$ cat src/rtl/vga_timing_gen.sv
// Parametrised VGA raster engine: pixel divider, h/v counters, frame-buffer read port, registered RGB/sync.
// Latency: rd_en/addr combinational on the tick; sync/de/RGB appear one tick after the frame-buffer read.
// Backpressure: none; en=0 freezes all state; DONE freezes the raster permanently until reset.
module vga_timing_gen #(
    parameter int H_ACTIVE = 640,
    parameter int H_FP     = 16,
    parameter int H_SYNC   = 96,
    parameter int H_BP     = 48,
    parameter int V_ACTIVE = 480,
    parameter int V_FP     = 10,
    parameter int V_SYNC   = 2,
    parameter int V_BP     = 33,
    parameter int CLK_DIV  = 2,
    parameter bit HS_POL   = 1'b0,
    parameter bit VS_POL   = 1'b0,
    parameter int FRAMES   = 1,
    parameter int ADDR_W   = $clog2(H_ACTIVE * V_ACTIVE)
) (
    input  logic              clk,
    input  logic              rst_n,
    input  logic              en,
    input  logic [23:0]       pix_in,
    output logic              rd_en,
    output logic [ADDR_W-1:0] addr,
    output logic              Hsync,
    output logic              Vsync,
    output logic [7:0]        R,
    output logic [7:0]        G,
    output logic [7:0]        B,
    output logic              de,
    output logic [15:0]       frame_cnt,
    output logic              DONE
);

    localparam int H_TOTAL  = H_ACTIVE + H_FP + H_SYNC + H_BP;
    localparam int V_TOTAL  = V_ACTIVE + V_FP + V_SYNC + V_BP;
    localparam int H_W      = $clog2(H_TOTAL);
    localparam int V_W      = $clog2(V_TOTAL);
    localparam int DIV_W    = (CLK_DIV > 1) ? $clog2(CLK_DIV) : 1;
    localparam int HS_START = H_ACTIVE + H_FP;
    localparam int HS_END   = HS_START + H_SYNC;
    localparam int VS_START = V_ACTIVE + V_FP;
    localparam int VS_END   = VS_START + V_SYNC;

    logic [DIV_W-1:0]  div_cnt;
    logic [H_W-1:0]    h_cnt;
    logic [V_W-1:0]    v_cnt;
    logic [ADDR_W-1:0] row_base;

    logic tick;
    logic h_last;
    logic v_last;
    logic frame_wrap;
    logic done_set;
    logic active;
    logic hs_win;
    logic vs_win;

    // Pixel already requested from the frame buffer, waiting for its data.
    logic pend_active;
    logic pend_hs_win;
    logic pend_vs_win;

    // Stage 0: tick, wrap detection, visibility and the read port.
    // The tick is also held off while rst_n is low so no read strobe escapes during reset.
    always_comb begin
        tick       = rst_n && en && !DONE && (int'(div_cnt) == CLK_DIV - 1);
        h_last     = (int'(h_cnt) == H_TOTAL - 1);
        v_last     = (int'(v_cnt) == V_TOTAL - 1);
        frame_wrap = tick && h_last && v_last;
        done_set   = frame_wrap && (FRAMES != 0) && (int'(frame_cnt) + 1 == FRAMES);
        active     = !DONE && (int'(h_cnt) < H_ACTIVE) && (int'(v_cnt) < V_ACTIVE);
        hs_win     = (int'(h_cnt) >= HS_START) && (int'(h_cnt) < HS_END);
        vs_win     = (int'(v_cnt) >= VS_START) && (int'(v_cnt) < VS_END);
        rd_en      = active && tick;
        addr       = active ? (row_base + ADDR_W'(h_cnt)) : '0;
    end

    // Pixel-clock divider: free-runs 0..CLK_DIV-1 while enabled and not finished.
    always_ff @(posedge clk or negedge rst_n) begin
        if (!rst_n) begin
            div_cnt <= '0;
        end else if (en && !DONE) begin
            div_cnt <= (int'(div_cnt) == CLK_DIV - 1) ? '0 : div_cnt + 1'b1;
        end
    end

    // Raster counters; row_base tracks v_cnt*H_ACTIVE incrementally so no multiplier is needed.
    always_ff @(posedge clk or negedge rst_n) begin
        if (!rst_n) begin
            h_cnt    <= '0;
            v_cnt    <= '0;
            row_base <= '0;
        end else if (tick) begin
            if (h_last) begin
                h_cnt <= '0;
                if (v_last) begin
                    v_cnt    <= '0;
                    row_base <= '0;
                end else begin
                    v_cnt    <= v_cnt + 1'b1;
                    row_base <= row_base + ADDR_W'(H_ACTIVE);
                end
            end else begin
                h_cnt <= h_cnt + 1'b1;
            end
        end
    end

    // Completed-frame counter (saturating) and the sticky end-of-run flag.
    always_ff @(posedge clk or negedge rst_n) begin
        if (!rst_n) begin
            frame_cnt <= '0;
            DONE      <= 1'b0;
        end else begin
            if (frame_wrap && (frame_cnt != 16'hFFFF)) begin
                frame_cnt <= frame_cnt + 16'd1;
            end
            if (done_set) begin
                DONE <= 1'b1;
            end
        end
    end

    // Hold the position attributes of the pixel in flight until its data returns.
    always_ff @(posedge clk or negedge rst_n) begin
        if (!rst_n) begin
            pend_active <= 1'b0;
            pend_hs_win <= 1'b0;
            pend_vs_win <= 1'b0;
        end else if (tick) begin
            pend_active <= active;
            pend_hs_win <= hs_win;
            pend_vs_win <= vs_win;
        end
    end

    // Stage 1: register sync, de and colour together; the finishing tick loads the idle levels.
    always_ff @(posedge clk or negedge rst_n) begin
        if (!rst_n) begin
            Hsync     <= ~HS_POL;
            Vsync     <= ~VS_POL;
            de        <= 1'b0;
            {R, G, B} <= 24'h0;
        end else if (tick) begin
            Hsync     <= (pend_hs_win && !done_set) ? HS_POL : ~HS_POL;
            Vsync     <= (pend_vs_win && !done_set) ? VS_POL : ~VS_POL;
            de        <= pend_active && !done_set;
            {R, G, B} <= (pend_active && !done_set) ? pix_in : 24'h0;
        end
    end

endmodule

$ cat config.mk
export PLATFORM = sky130hd
export DESIGN_NAME = vga_timing_gen
export DESIGN_NICKNAME = d
export VERILOG_FILES = /design/src/rtl/vga_timing_gen.sv
export SDC_FILE = /design/constraint.sdc
export NUM_CORES = 1
export LEC_CHECK = 0
export BUFFER_PORTS_ARGS = -buffer_cell sky130_fd_sc_hd__buf_2
export CAP_MARGIN = 20
export CORE_ASPECT_RATIO = 0.7
export CORE_MARGIN = 8
export CORE_UTILIZATION = 50
export CTS_CLUSTER_SIZE = 12
export DETAILED_ROUTE_END_ITERATION = 6
export GPL_ROUTABILITY_DRIVEN = 0
export PLACE_DENSITY = 0.75
export SLEW_MARGIN = 5
export SYNTH_ARGS = -nofsm -noshare
export SYNTH_HDL_FRONTEND = slang
export SYNTH_SLANG_ARGS = --single-unit
$ cat constraint.sdc
create_clock -name clk -period 3.45 [get_ports clk]
set_input_delay 0.1725 -clock clk [delete_from_list [all_inputs] [get_ports clk]]
set_output_delay 0.1725 -clock clk [all_outputs]
set_load 0.05 [all_outputs]
==> run metrics <==
Register-to-Register Path Depth=7; area fraction of the dominant cell type after synthesis=~45%; fin crit share=85.4%; drt wl/cell=roughly 16 um; Power Dens Cells=slightly above 600 nW/um^2; worst path arrival time=~3200 ps; final hold vios=0; core area=8480 um^2; postcts setup bufs=0; synth unique cells=44; commonest non-fill, non-tap cell in the layout=buf_2; final wirelength=roughly 11,000 um; VDD IR max=~0.34 mV; flip-flop and latch count after synthesis=80; post-synthesis cell count=460; WHS Path Cells=3; DR pass1 iterations=4; share of layout cells above drive strength 1=22.7%; Max Slew Vio Count=0; Clock Skew=between 9 and 10 ps; port bufs=90; Final Setup Violations=0; area grow syn2layout=19.9%; Clock Sinks=80; Yosys top cell by area=dfrtp_1; chip width=approximately 130 um; final core occ=61.7%; worst-margin pin slew=988 ps; crit-path max FO=28; EDFF count, synth=0; total track usage=18.3%; minimum clock period after layout=2950 ps; Post-Place Cells=643; CTS tree=built; CP Launch Type=flop; RSZ-0062 raised after global routing=false; Via-to-Cell Ratio=5.67; drt initial violations=approximately 320; Die Area=~12,000 um^2; first-pass GRT wire length=between 15,000 and 20,000 um; sequential fraction of the synthesis area=a little under half; dpl ws=roughly 540 ps; DP HPWL=~7800 um; most used flip-flop cell after synthesis=dfrtp_1; Post-Layout Inst Area=between 5000 and 6000 um^2; initial antenna violation count=0; final non-filler cell total=between 600 and 700; worst setup margin=a little over 500 ps; Cell Area, Synth=between 4000 and 5000 um^2; LEAKAGE=about 2.6 nW; vias post-DR=between 3k and 4k; drt drc=0; diodes inserted=0; Die Span Y=between 90 and 100 um; worst skew pair latency=roughly 340 ps; TNS Setup=0 ps; share of synthesized flip-flops with an asynchronous set or reset=100%; max cap viols=0; number of global-route vias before repair=3,580; filler cell count=between 700 and 800; Crit path required time=approximately 3700 ps; initial core utilization=around 50%; fin nets=approximately 570; Overflow after GRT=0; slew margin rel.=between 30% and 40%; fmax=approximately 340 MHz; worst hold path class=input pin to flop; clock root buffer=clkbuf_16; syn avg cell area=about 9.5 um^2; commonest non-fill, non-tap cells in the layout=buf_2, dfrtp_1, nor2_1, nand2_1, o21ai_0; clock-pin slew on the worst setup and hold paths=approximately 60 ps; outcome=finished clean; post-CTS sizing=0; Max Buffers Root-to-Sink=2; placed inst area=4860 um^2; Setup CP Type=flop to flop; row count=28; Synth area leaders=dfrtp_1, a22o_1, xnor2_1, and3_1, o21ai_0; Yosys warnings=0; clock buffer count from CTS=9; Ports=just over 90; Mapped Nets=between 400 and 500; critical path endpoint category=flop; antenna-violating nets left=0; htree depth=3; Post-CTS Hold Buffers=0; largest net degree at the start of global routing=slightly above 80
## worst max-delay path, cell delays in order, from the launching register on
cell and delay, ps:
dfrtp_1 410, ha_1 300, nand4_1 180, nor2_1 270, nand4_1 140, a21o_1 200, or4_1 960, a22o_1 370
## logic make-up (layout without fill, tap and decap cells)
| logic type | Yosys count | in the layout | synth area share (%) |
|---|---|---|---|
| and+or+nand+nor | 182 | 182 | 22.3 |
| AOI/OAI and AO/OA | 91 | 91 | 14.0 |
| DFF | 80 | 80 | 46.0 |
| buffers and inverters | 46 | 127 | 4.39 |
| xor gates and xnor gates | 44 | 44 | 8.84 |
| adders and majority gates | 11 | 11 | 3.16 |
| muxes | 5 | 5 | 1.21 |
| other | 1 | 1 | 0.0860 |
## state kept, by name (all words and copies together), names as in the netlist, 8 cells and up
signal     cells
frame_cnt     16
row_base      12
R              8
h_cnt         10
B              8
G              8
v_cnt         10
## stage by stage
step	hold slack, ps	total power, mW
2_1_floorplan	-123	1.94
6_report	141	3.22
5_1_grt	160	3.35
3_5_place_dp	420	2.20
3_3_place_gp	404	2.18
4_1_cts	134	3.24
## where the power goes
group / internal [mW] / switching [mW]
logic: 0.267 / 0.700
clock network: 0.641 / 0.391
registers: 1.08 / 0.140
total: 1.99 / 1.23
## path summary, 6_finish.rpt
check	start	end	slack (ps)
min	en	div_cnt	140
max	frame_cnt[0]	G[0]	500
max reg2reg	frame_cnt[0]	G[0]	500
max in group asynchronous	rst_n	Vsync	2430
min in group asynchronous	rst_n	h_cnt[5]	400
min reg2reg	pend_hs_win	Hsync	430
## per-layer routing
layer | global-route usage [%] | up-vias | routed length, um
met5 | 0 | - | 0
met3 | 4.48 | 8 | 568
met4 | 5.52 | 0 | 88
met2 | 29.6 | 88 | 5320
li1 | - | 1790 | -
met1 | 24.0 | 1861 | 4920
## synthesized netlist by cell type, types with 7 or more instances
cell       n
a21oi_1   11
a22o_1    27
and3_1    30
clkbuf_1  27
dfrtp_1   78
ha_1      11
inv_1     13
nand2_1   36
nand2b_1   7
nand3_1   19
nand4_1   19
nor2_1    36
nor3_1     7
o21ai_0   32
xnor2_1   26
xor2_1    18
## area by class of cell
cell class	instances	area, um^2	share of cell area, %
clock inverter	7	101	1.94
multi-input combinational	334	2160	41.4
tap	120	150	2.87
clock buffer	9	225	4.31
inverter	13	48.8	0.933
sequential	80	2000	38.3
timing repair buffer	98	536	10.2
(Power assumes the default switching activity.)
